<file path="src/rtl/enigma_pkg.sv">
// Shared Enigma constants: alphabet size, rotor type codes, notch table and
// the stepping controller state encoding.
package enigma_pkg;

  localparam int ALPHABET = 26;

  localparam logic [2:0] ROTOR_I    = 3'd0;
  localparam logic [2:0] ROTOR_II   = 3'd1;
  localparam logic [2:0] ROTOR_III  = 3'd2;
  localparam logic [2:0] ROTOR_IV   = 3'd3;
  localparam logic [2:0] ROTOR_V    = 3'd4;
  localparam logic [2:0] ROTOR_VI   = 3'd5;
  localparam logic [2:0] ROTOR_VII  = 3'd6;
  localparam logic [2:0] ROTOR_VIII = 3'd7;

  // Single-notch rotors repeat their notch in both tables so the lookup is uniform.
  localparam logic [4:0] NOTCH_A [8] = '{5'd16, 5'd4, 5'd21, 5'd9, 5'd25, 5'd12, 5'd12, 5'd12};
  localparam logic [4:0] NOTCH_B [8] = '{5'd16, 5'd4, 5'd21, 5'd9, 5'd25, 5'd25, 5'd25, 5'd25};

  typedef enum logic [1:0] {
    ST_IDLE    = 2'd0,
    ST_EVAL    = 2'd1,
    ST_ADVANCE = 2'd2
  } step_state_t;

endpackage

</file>
<file path="src/rtl/rotor_notch_lookup.sv">
// Combinational notch detector: high when a rotor of the given type sits at
// one of its turnover notches.
module rotor_notch_lookup
  import enigma_pkg::*;
#(
  parameter int POS_W = 5
) (
  input  logic [2:0]       rtype_i,
  input  logic [POS_W-1:0] pos_i,
  output logic             notch_o
);

  always_comb begin
    notch_o = (pos_i == POS_W'(NOTCH_A[rtype_i])) ||
              (pos_i == POS_W'(NOTCH_B[rtype_i]));
  end

endmodule

</file>
<file path="src/rtl/rotor_stepper.sv">
// Enigma rotor stepping controller: one keypress evaluates notches, then
// advances the rotors simultaneously, including the middle-rotor double step.
module rotor_stepper
  import enigma_pkg::*;
#(
  parameter int NUM_ROTORS   = 3,
  parameter int NUM_STEPPING = 3,
  parameter int DOUBLE_STEP  = 1,
  parameter int POS_W        = 5
) (
  input  logic                        clk,
  input  logic                        reset,
  input  logic                        step_req,
  output logic                        busy,
  output logic                        step_done,
  input  logic                        load_en,
  input  logic [1:0]                  load_idx,
  input  logic [POS_W-1:0]            load_pos,
  input  logic [3*NUM_ROTORS-1:0]     rotor_types,
  output logic [NUM_ROTORS-1:0]       stepped,
  output logic [POS_W*NUM_ROTORS-1:0] positions,
  output step_state_t                 dbg_state_o
);

  // Handshake: step_req is a single-cycle request taken only while busy is low;
  // step_done pulses one cycle when the new positions become visible.

  step_state_t            state_q;
  logic                   busy_q;
  logic                   done_q;
  logic [NUM_ROTORS-1:0]  stepped_q;
  logic [NUM_ROTORS-1:0]  notch_q;
  logic [NUM_ROTORS-1:0]  notch_d;
  logic [NUM_ROTORS-1:0]  step_vec;
  logic [POS_W-1:0]       pos_q [NUM_ROTORS];
  logic                   load_hit;
  logic [POS_W-1:0]       load_val;

  for (genvar g = 0; g < NUM_ROTORS; g++) begin : g_notch
    rotor_notch_lookup #(.POS_W(POS_W)) u_lookup (
      .rtype_i (rotor_types[3*g +: 3]),
      .pos_i   (pos_q[g]),
      .notch_o (notch_d[g])
    );
  end

  // Decisions use only the notch flags captured in EVAL, so every slot moves as one.
  always_comb begin
    step_vec    = '0;
    step_vec[0] = 1'b1;
    for (int i = 1; i < NUM_STEPPING; i++) begin
      step_vec[i] = notch_q[i-1];
      if (DOUBLE_STEP != 0 && i < NUM_STEPPING - 1) begin
        step_vec[i] = step_vec[i] | notch_q[i];
      end
    end
  end

  always_comb begin
    load_hit = load_en && (32'(load_idx) < NUM_ROTORS);
    load_val = (load_pos >= POS_W'(ALPHABET)) ? '0 : load_pos;
  end

  always_ff @(posedge clk) begin
    if (reset) begin
      state_q   <= ST_IDLE;
      busy_q    <= 1'b0;
      done_q    <= 1'b0;
      stepped_q <= '0;
      notch_q   <= '0;
      for (int i = 0; i < NUM_ROTORS; i++) begin
        pos_q[i] <= '0;
      end
    end else begin
      done_q <= 1'b0;
      case (state_q)
        ST_IDLE: begin
          if (step_req) begin
            state_q <= ST_EVAL;
            busy_q  <= 1'b1;
          end else if (load_hit) begin
            for (int i = 0; i < NUM_ROTORS; i++) begin
              if (32'(load_idx) == i) begin
                pos_q[i] <= load_val;
              end
            end
          end
        end
        ST_EVAL: begin
          notch_q <= notch_d;
          state_q <= ST_ADVANCE;
        end
        ST_ADVANCE: begin
          for (int i = 0; i < NUM_ROTORS; i++) begin
            if (step_vec[i]) begin
              pos_q[i] <= (pos_q[i] == POS_W'(ALPHABET - 1)) ? '0 : pos_q[i] + POS_W'(1);
            end
          end
          stepped_q <= step_vec;
          done_q    <= 1'b1;
          busy_q    <= 1'b0;
          state_q   <= ST_IDLE;
        end
        default: begin
          state_q <= ST_IDLE;
          busy_q  <= 1'b0;
        end
      endcase
    end
  end

  always_comb begin
    positions = '0;
    for (int i = 0; i < NUM_ROTORS; i++) begin
      positions[i*POS_W +: POS_W] = pos_q[i];
    end
  end

  assign busy        = busy_q;
  assign step_done   = done_q;
  assign stepped     = stepped_q;
  assign dbg_state_o = state_q;

endmodule

</file>
<file path="config.mk">
export PLATFORM = sky130hd
export DESIGN_NAME = rotor_stepper
export DESIGN_NICKNAME = d
export VERILOG_FILES = /design/src/rtl/enigma_pkg.sv /design/src/rtl/rotor_notch_lookup.sv /design/src/rtl/rotor_stepper.sv
export SDC_FILE = /design/constraint.sdc
export NUM_CORES = 1
export LEC_CHECK = 0
export ABC_AREA = 1
export BUFFER_PORTS_ARGS = -buffer_cell sky130_fd_sc_hd__buf_2
export CAP_MARGIN = 20
export CORE_AREA = 4 4 59 61
export CTS_BUF_LIST = sky130_fd_sc_hd__clkbuf_4
export DETAILED_ROUTE_END_ITERATION = 6
export DIE_AREA = 0 0 63 65
export PLACE_DENSITY = 0.89
export SKIP_LAST_GASP = 1
export SLEW_MARGIN = 20
export SYNTH_ARGS = -nofsm -noshare
export SYNTH_HDL_FRONTEND = slang
export SYNTH_SLANG_ARGS = --single-unit
</file>
<file path="constraint.sdc">
create_clock -name clk -period 4.3 [get_ports clk]
set_input_delay 0.43 -clock clk [delete_from_list [all_inputs] [get_ports clk]]
set_output_delay 0.43 -clock clk [all_outputs]
set_load 0.02 [all_outputs]
</file>
==> results of run 1 <==
## through the flow
stage	setup WS, ns	std cells
3_3_place_gp	2.61	303
6_report	2.66	307
4_1_cts	2.63	307
5_1_grt	2.54	307
3_5_place_dp	2.60	303
2_1_floorplan	2.72	233
## critical path, delay by kind of cell, from the launching register on
kind	cells	cell delay (ns)
AOI/OAI and AO/OA	1	0.63
DFF	1	0.38
and+or+nand+nor	2	0.27
## per-layer routing
metal | up-vias | GRT usage (%) | share of wire [%]
met3 | 7 | 1.73 | 5.1
met1 | 701 | 24.2 | 44
met5 | - | 0 | 0
li1 | 818 | - | -
met2 | 53 | 32.9 | 49
met4 | 0 | 7.99 | 1.7
## final timing paths
kind,start,endpoint,slack [ns]
max,dbg_state_o[0],pos_q[0][7],2.66
max reg2reg,dbg_state_o[0],pos_q[0][7],2.66
min,step_req,dbg_state_o[0],0.35
min reg2reg,stepped[2],stepped[2],0.47
## cell families after synthesis
| kind of cell | Yosys count |
|---|---|
| and+or+nand+nor | 130 |
| buffers and inverters | 41 |
| DFF | 24 |
| AOI/OAI and AO/OA | 13 |
| adders and majority gates | 13 |
| xor gates and xnor gates | 12 |
## state kept, by name (all words and copies together), names as in the netlist
name         flops
step_done        1
pos_q           15
notch_q          2
dbg_state_o      2
busy             1
stepped          3
## final cells by class
cell class | instances | area (sq um) | share of cell area [%]
clock buffer | 3 | 22.5 | 1.11
clock inverter | 1 | 30.0 | 1.49
inverter | 40 | 150 | 7.43
multi-input combinational | 168 | 956 | 47.3
sequential | 24 | 631 | 31.2
tap | 33 | 41.3 | 2.04
timing repair buffer | 38 | 190 | 9.41
## where the power goes
| part | switching, mW | total [mW] | internal, mW |
|---|---|---|---|
| clock network | 0.0694 | 0.164 | 0.0944 |
| logic | 0.0776 | 0.120 | 0.0424 |
| registers | 0.0161 | 0.274 | 0.258 |
## layout by cell type, fill, tap and decap left out, drive strengths merged, types with 2 or more instances in the layout
cell and instances:
a21oi 4, a41oi 2, buf 38, clkbuf 3, dfxtp 9, edfxtp 15
ha 13, inv 39, nand2 79, nand3 22, nor2 23, nor3 2
o21ai 2, or2 2, xor2 11
==> results_tabular.tex, run 1 <==
\begin{tabular}{lr}
\hline
Metric & Value \\
\hline
\multicolumn{2}{l}{\textbf{STA}} \\
\quad Unrepaired setup endpoints after global routing & false \\
\quad Endpoints failing hold & 0 \\
\quad Clock Skew & approximately 0.0094 ns \\
\quad Slew Viols, Final & 0 \\
\quad Worst-margin pin slew & about 0.71 ns \\
\quad Post-route minimum period & about 1.6 ns \\
\quad Max frequency & between 600 and 700 MHz \\
\quad Final number of setup-violating endpoints & 0 \\
\quad Final worst-path cycle share & between 30\% and 40\% \\
\quad Worst slew margin relative to its limit & between 50 and 60\% \\
\quad Sum of negative setup slack & 0 ns \\
\quad Worst hold slack after final layout & roughly 0.35 ns \\
\multicolumn{2}{l}{\textbf{Critical path}} \\
\quad Worst path max stage delay & around 0.63 ns \\
\quad Cell chain of the critical path & nor2\_1 -> nand2\_1 -> o311ai\_1 \\
\quad WP data arrival & 1.62 ns \\
\quad Setup crit start kind & flop \\
\quad Max Fanout on Critical Path & 5 \\
\quad Crit-path slowest cell & o311ai\_1 \\
\quad Sort of element at the end of the critical path & flop \\
\quad Critical path required time & 4.27 ns \\
\quad Worst setup path category & reg2reg \\
\quad Worst Reg2Reg Path Length in Cells & 3 \\
\multicolumn{2}{l}{\textbf{Clocking}} \\
\quad Count of clock tree sinks & 24 \\
\quad Number of buffers inserted during clock tree synthesis & 3 \\
\quad Post-CTS resize count & 0 \\
\quad Clock Pin Slew Worst Setup and Hold Paths & 0.13 ns \\
\quad Deepest level of the CTS H-tree & 1 \\
\quad Clock latency at the later pin of the worst-skew pair & between 0.3 and 0.4 ns \\
\quad Setup bufs post-CTS & 0 \\
\quad Clock tree root driver cell & clkbuf\_4 \\
\quad TritonCTS clock tree & yes \\
\quad Hold buffer count at CTS & 0 \\
\quad Longest Clk Path Bufs & 2 \\
\multicolumn{2}{l}{\textbf{Synthesis}} \\
\quad Mapped Area & 0.00174 sq mm \\
\quad Syn Area/Cell & $\sim$7.5 sq um \\
\quad Dominant cell by count in the synthesized netlist & nand2\_1 \\
\quad Number of synthesized flops with an enable pin & 15 \\
\quad Share of synthesized area spent on multiplexers & 0\% \\
\quad Cell types occupying the most area after synthesis & edfxtp\_1 (26\%), nand2\_1 (17\%), dfxtp\_1 (10\%), ha\_1 (9.3\%), nand3\_1 (6.3\%) \\
\quad Number of distinct library cells after synthesis & 29 \\
\quad Most used DFF post-synth & edfxtp\_1 \\
\quad Compound-gate portion of the synthesized area & between 7 and 8\% \\
\quad Sequential share of the synthesized area & between 30\% and 40\% \\
\quad Share of flip-flops with an asynchronous set or reset & 0\% \\
\quad Post-synthesis adder-cell area fraction & a little under a tenth \\
\quad Xor/xnor cell area share of the yosys netlist & 6.03\% \\
\quad Number of synthesized register bits & 24 \\
\quad Number of nets in the synthesized netlist & 266 \\
\quad Proportion of netlist area held by the largest area contributor & approximately 26\% \\
\quad Library cell occupying the most area in the post-synthesis netlist & edfxtp\_1 \\
\quad Cells after synthesis & between 200 and 250 \\
\quad Top cell types by occurrence after synthesis & nand2\_1 (79), inv\_1 (28), nand3\_1 (22), nor2\_1 (21), edfxtp\_1 (15) \\
\quad Post-synthesis simple-gate area fraction & between 30\% and 40\% \\
\quad Total number of yosys warnings & 0 \\
\quad Main combinational cell family by area after synthesis & simple AND/OR/NAND/NOR gates \\
\multicolumn{2}{l}{\textbf{Floorplan}} \\
\quad Starting Density & about three fifths \\
\quad Top-level port count & between 40 and 50 \\
\quad Core box area & approximately 0.0030 sq mm \\
\quad Full die area & between 0.004 and 0.005 sq mm \\
\quad Die H & between 60 and 70 um \\
\quad Floorplan row count & 20 \\
\quad Chip Width & 63 um \\
\multicolumn{2}{l}{\textbf{Power and ir drop}} \\
\quad Overall power after layout & between 0.5 and 0.6 mW \\
\quad Maximum VDD drop & 0.224 mV \\
\quad P per Cell Area & approximately 280 mW/mm\^{}2 \\
\quad Leakage power of the design & approximately 1.1 nW \\
\multicolumn{2}{l}{\textbf{Finish}} \\
\quad Layout cell share with drive strength beyond 1 & 22.6\% \\
\quad Filler cell count in the final layout & 240 \\
\quad Fin util & between 60 and 70\% \\
\quad Area growth, synth to finish & 16.0\% \\
\quad Final net count & 308 \\
\quad Design Area, Final & about 0.0020 sq mm \\
\quad Count of inserted antenna diode cells & 0 \\
\multicolumn{2}{l}{\textbf{Place}} \\
\quad Placed cell areas & slightly below 0.002 sq mm \\
\quad RD Place Congestion & between 0.8 and 0.9 \\
\quad HPWL after detailed placement & between 2000 and 3000 um \\
\quad Buffers on Ports & 38 \\
\multicolumn{2}{l}{\textbf{Route}} \\
\quad DRC errors left & 0 \\
\quad Number of nets with antenna violations after detailed routing & 0 \\
\quad Count of routing violations after the opening detailed-route iteration & 89 \\
\quad Post-Route WL & between 3000 and 4000 um \\
\quad Vias after detailed routing & 1579 \\
\quad Detailed-route wire length per cell & about 13 um \\
\quad Pre-Repair DR Iteration Count & 5 \\
\quad Ratio of routed vias to standard cells & around 5.1 \\
\multicolumn{2}{l}{\textbf{Job}} \\
\quad Number of max-capacitance violations reported & 0 \\
\multicolumn{2}{l}{\textbf{GRT}} \\
\quad Global-route wire length before repair & around 6200 um \\
\quad Maximum number of pins on one net before global-route repair & 15 \\
\quad Global-route usage over all layers & between 10\% and 20\% \\
\quad Via count of the first global-routing pass & between 1000 and 1500 \\
\quad Initial antenna violation count & 0 \\
\quad Overflow left after global routing & 0 \\
\multicolumn{2}{l}{\textbf{Worst hold path}} \\
\quad Classification of the worst-slack hold path & in2reg \\
\quad Worst hold path stage count & 3 \\
\multicolumn{2}{l}{\textbf{Status}} \\
\quad Run status & finished clean \\
\hline
\end{tabular}
Note: power is estimated with default switching activity, not from simulation.
==> run 2, diff against run 1 <==
Settings changed: ABC_AREA 1 to 0, CORE_AREA 4 4 59 61 to 4 4 62 64, DIE_AREA 0 0 63 65 to 0 0 66 68, PLACE_DENSITY 0.89 to 0.79.
Clock period 4.3 ns to 1.44 ns, I/O delays scaled along.
==> run 2 against run 1 <==
  * The flow now finishes with violations (setup timing)
  * Count of clock-buffer cells in the layout unchanged
  * Worst hold slack worse by 0.23 ns
  * Clock power up 87%
  * Fmax decreased by 3.4%
  * Core utilization decreased by 1.8 points
  * First-iteration DRC count fell by 13%
  * Combinational power rose to 3.6 times the previous value
  * Critical endpoint is now pos_q[0][8]
  * Highest routed layer unchanged
==> results_tabular.tex, run 2 <==
\begin{tabular}{lr}
\hline
Metric & Value \\
\hline
\multicolumn{2}{l}{\textbf{Worst hold path}} \\
\quad Beginning of the worst hold path & load\_pos[0] \\
\quad Hold Path End & pos\_q[0][10] \\
\quad Worst hold path stage count & 3 (unchanged) \\
\quad Classification of the worst-slack hold path & in2reg \\
\multicolumn{2}{l}{\textbf{Power and ir drop}} \\
\quad Maximum VDD drop & 0.598 mV (+170\%) \\
\quad Leakage power of the design & 0.984 nW (-11\%) \\
\quad P per Cell Area & 714 mW/mm\^{}2 (+160\%) \\
\quad Overall power after layout & 1.55 mW (+180\%) \\
\multicolumn{2}{l}{\textbf{Floorplan}} \\
\quad Floorplan row count & 21 (+5.0\%) \\
\quad Full die area & 0.00449 sq mm (+9.6\%) \\
\quad Top-level port count & 42 (unchanged) \\
\quad Chip Width & 66 um (+4.8\%) \\
\quad Die H & 68 um (+4.6\%) \\
\quad Starting Density & 47.9\% (-11 points) \\
\quad Core box area & 0.00328 sq mm (+10\%) \\
\multicolumn{2}{l}{\textbf{Critical path}} \\
\quad Terminus of the critical flop-to-flop path & pos\_q[0][8] \\
\quad WP data arrival & 1.88 ns (+0.26 ns) \\
\quad Worst Reg2Reg Path Length in Cells & 5 (+2) \\
\quad Worst setup path category & reg2reg \\
\quad R2r startpoint & dbg\_state\_o[0] \\
\quad Setup slack, reg-to-reg & -0.26 ns (-2.92 ns) \\
\quad Setup crit start kind & flop \\
\quad Critical path required time & 1.62 ns (-2.65 ns) \\
\quad Sort of element at the end of the critical path & flop \\
\quad Startpoint of the worst setup timing path & dbg\_state\_o[0] \\
\quad Max Fanout on Critical Path & 4 (-1) \\
\multicolumn{2}{l}{\textbf{Synthesis}} \\
\quad Library cell occupying the most area in the post-synthesis netlist & edfxtp\_1 \\
\quad Cell types occupying the most area after synthesis & edfxtp\_1 (29\%), dfxtp\_1 (11\%), ha\_1 (10\%), o21ai\_0 (7.0\%), xor2\_1 (6.1\%) \\
\quad Mapped Area & 0.00157 sq mm (-9.7\%) \\
\quad Number of synthesized flops with an enable pin & 15 (unchanged) \\
\quad Most used DFF post-synth & edfxtp\_1 \\
\quad Compound-gate portion of the synthesized area & 17.8\% (+10 points) \\
\quad Cells after synthesis & 168 (-28\%) \\
\quad Number of synthesized register bits & 24 (unchanged) \\
\quad Dominant cell by count in the synthesized netlist & o21ai\_0 \\
\quad Syn Area/Cell & 9.36 sq um (+25\%) \\
\quad Sequential share of the synthesized area & 40.1\% (+3.9 points) \\
\quad Number of distinct library cells after synthesis & 31 (+6.9\%) \\
\quad Number of nets in the synthesized netlist & 201 (-24\%) \\
\quad Proportion of netlist area held by the largest area contributor & 28.6\% (+2.8 points) \\
\quad Xor/xnor cell area share of the yosys netlist & 10.6\% (+4.5 points) \\
\quad Total number of yosys warnings & 0 (unchanged) \\
\quad Main combinational cell family by area after synthesis & compound AO/OA/AOI/OAI gates \\
\quad Top cell types by occurrence after synthesis & o21ai\_0 (22), edfxtp\_1 (15), ha\_1 (13), nand2\_1 (12) \\
\quad Share of flip-flops with an asynchronous set or reset & 0\% (unchanged) \\
\quad Post-synthesis adder-cell area fraction & 10.3\% (+1.0 points) \\
\quad Share of synthesized area spent on multiplexers & 0\% (unchanged) \\
\quad Post-synthesis simple-gate area fraction & 17.1\% (-15 points) \\
\multicolumn{2}{l}{\textbf{Place}} \\
\quad Placement-stage worst setup slack & -0.243 ns (-2.84 ns) \\
\quad RD Place Congestion & 0.771 (-6.1\%) \\
\quad Placed cell areas & 0.00201 sq mm (+2.3\%) \\
\quad HPWL after detailed placement & 3170 um (+5.6\%) \\
\quad Placed cells & 269 (-11\%) \\
\quad Buffers on Ports & 38 (unchanged) \\
\multicolumn{2}{l}{\textbf{Clocking}} \\
\quad Number of buffers inserted during clock tree synthesis & 3 (unchanged) \\
\quad Hold buffer count at CTS & 0 (unchanged) \\
\quad Count of clock tree sinks & 24 (unchanged) \\
\quad Clock tree root driver cell & clkbuf\_4 \\
\quad Longest Clk Path Bufs & 2 (unchanged) \\
\quad Clock latency at the later pin of the worst-skew pair & 0.32 ns (about the same) \\
\quad Clock Pin Slew Worst Setup and Hold Paths & 0.13 ns (about the same) \\
\quad Deepest level of the CTS H-tree & 1 (unchanged) \\
\quad TritonCTS clock tree & yes \\
\multicolumn{2}{l}{\textbf{STA}} \\
\quad Clock Skew & 0.00301 ns (-0.00639 ns) \\
\quad Final setup margin & -0.263 ns (-2.92 ns) \\
\quad Sum of negative setup slack & -6.11 ns (-6.11 ns) \\
\quad Final worst-path cycle share & 118\% (+80 points) \\
\quad Worst-margin pin slew & 0.583 ns (-0.127 ns) \\
\quad Unrepaired setup endpoints after global routing & true \\
\quad Worst hold slack after final layout & 0.126 ns (-0.225 ns) \\
\quad Worst slew margin relative to its limit & 60.7\% (+8.8 points) \\
\quad Slew Viols, Final & 0 (unchanged) \\
\quad Endpoints failing hold & 0 (unchanged) \\
\quad Post-route minimum period & 1.70 ns (+0.0579 ns) \\
\quad Final number of setup-violating endpoints & 30 (+30) \\
\quad Max frequency & 587 MHz (-3.4\%) \\
\multicolumn{2}{l}{\textbf{Status}} \\
\quad Run status & finished with violations \\
\quad Violated checks & setup timing \\
\multicolumn{2}{l}{\textbf{Finish}} \\
\quad Most common cell after layout, fill and taps aside & buf\_2 \\
\quad Layout cell share with drive strength beyond 1 & 38.5\% (+16 points) \\
\quad Number of standard cells in the layout, taps in and fillers out & 280 (-8.8\%) \\
\quad Number of flip-flops under the largest register name & 15 (unchanged) \\
\quad Design Area, Final & 0.00217 sq mm (+7.3\%) \\
\quad Top library cells by usage in the layout, fill and taps aside & buf\_2 (38), buf\_4 (27), edfxtp\_1 (15), ha\_1 (13), inv\_1 (11) \\
\quad Count of inserted antenna diode cells & 0 (unchanged) \\
\quad Register ranked first by flip-flop count & pos\_q \\
\quad Area growth, synth to finish & 37.9\% \\
\quad Final net count & 268 (-13\%) \\
\quad Fin util & 66.0\% (-1.8 points) \\
\multicolumn{2}{l}{\textbf{Route}} \\
\quad Ratio of routed vias to standard cells & 5.24 (+1.9\%) \\
\quad Detailed-route wire length per cell & 14.4 um (+13\%) \\
\quad Count of routing violations after the opening detailed-route iteration & 77 (-13\%) \\
\quad Pre-Repair DR Iteration Count & 4 (-1) \\
\quad DRC errors left & 0 (unchanged) \\
\quad Post-Route WL & 4040 um (+3.3\%) \\
\quad Vias after detailed routing & 1468 (-7.0\%) \\
\quad Number of nets with antenna violations after detailed routing & 0 (unchanged) \\
\multicolumn{2}{l}{\textbf{Job}} \\
\quad Number of max-capacitance violations reported & 0 (unchanged) \\
\multicolumn{2}{l}{\textbf{GRT}} \\
\quad Global-route wire length before repair & 6600 um (+6.7\%) \\
\quad Via count of the first global-routing pass & 1427 (+0.63\%) \\
\quad Overflow left after global routing & 0 (unchanged) \\
\quad Maximum number of pins on one net before global-route repair & 14 (-1) \\
\quad Initial antenna violation count & 0 (unchanged) \\
\quad Global-route usage over all layers & 18.9\% (-0.096 points) \\
\hline
\end{tabular}
-- run 2: changes by cell type after synthesis, moves of 6 or more --
cell,delta
xnor2_1,+7
clkbuf_1,+6
nand3_1,-11
inv_2,-11
nor2_1,-12
nand2_1,-67
inv_1,-17
o21ai_0,+21
-- run 2: layout make-up --
cell class                      count  area [sq um]
Clock buffer                        3          22.5
Clock inverter                      1          3.75
Fill cell                         272          1120
Inverter                           11          41.3
Multi-Input combinational cell    127           983
Sequential cell                    24           633
Tap cell                           46          57.6
Timing Repair Buffer               68           427
-- run 2: metal layers --
metal	global-route usage (%)	part of all wire, %	wire [um]	vias up
li1	-	-	-	741
met2	35.3	52	2120	33
met4	4.82	0.94	38	0
met1	22.3	42	1700	690
met3	3.61	4.7	192	4
met5	0	0	0	-
-- run 2: critical path, cell delays in order, from the launching register on --
cell and delay [ns]:
dfxtp_2 0.34, or4b_4 0.59, a211oi_4 0.25, buf_4 0.17, nand3_2 0.10, o21ai_1 0.11
-- run 2: cell families (layout without fill, tap and decap cells) --
kind of cell,Yosys count,count (layout)
DFF,24,24
buffers and inverters,17,83
AOI/OAI and AO/OA,44,44
adders and majority gates,13,13
xor gates and xnor gates,19,19
and+or+nand+nor,51,51
-- run 2: power breakdown --
| group | switching [mW] | internal [mW] | leakage, nW | total [mW] |
|---|---|---|---|---|
| Combinational | 0.234 | 0.197 | 0.739 | 0.430 |
| Sequential | 0.0402 | 0.769 | 0.230 | 0.810 |
| Clock | 0.206 | 0.102 | 0.0154 | 0.307 |
| Total | 0.480 | 1.07 | 0.984 | 1.55 |
-- run 2: repair_timing --
| action | in CTS | in global routing |
|---|---|---|
| endpoints found under the setup margin | 32 | 32 |
| pin swaps | 2 | 6 |
| gates resized for setup | 13 | 15 |
| buffers inserted | 2 | 5 |
-- run 2: worst max-delay path by stage --
| stage | to | slack, ns | cells after the start |
|---|---|---|---|
| 6_report | pos_q[0][8] | -0.26 | 5 |
| 5_1_grt | pos_q[0][1] | -0.34 | 5 |
| 4_1_cts | pos_q[0][7] | -0.26 | 5 |
| 3_5_place_dp | pos_q[0][1] | -0.24 | 5 |
| 3_3_place_gp | pos_q[0][4] | -0.20 | 2 |
| 2_1_floorplan | pos_q[0][0] | -0.21 | 2 |
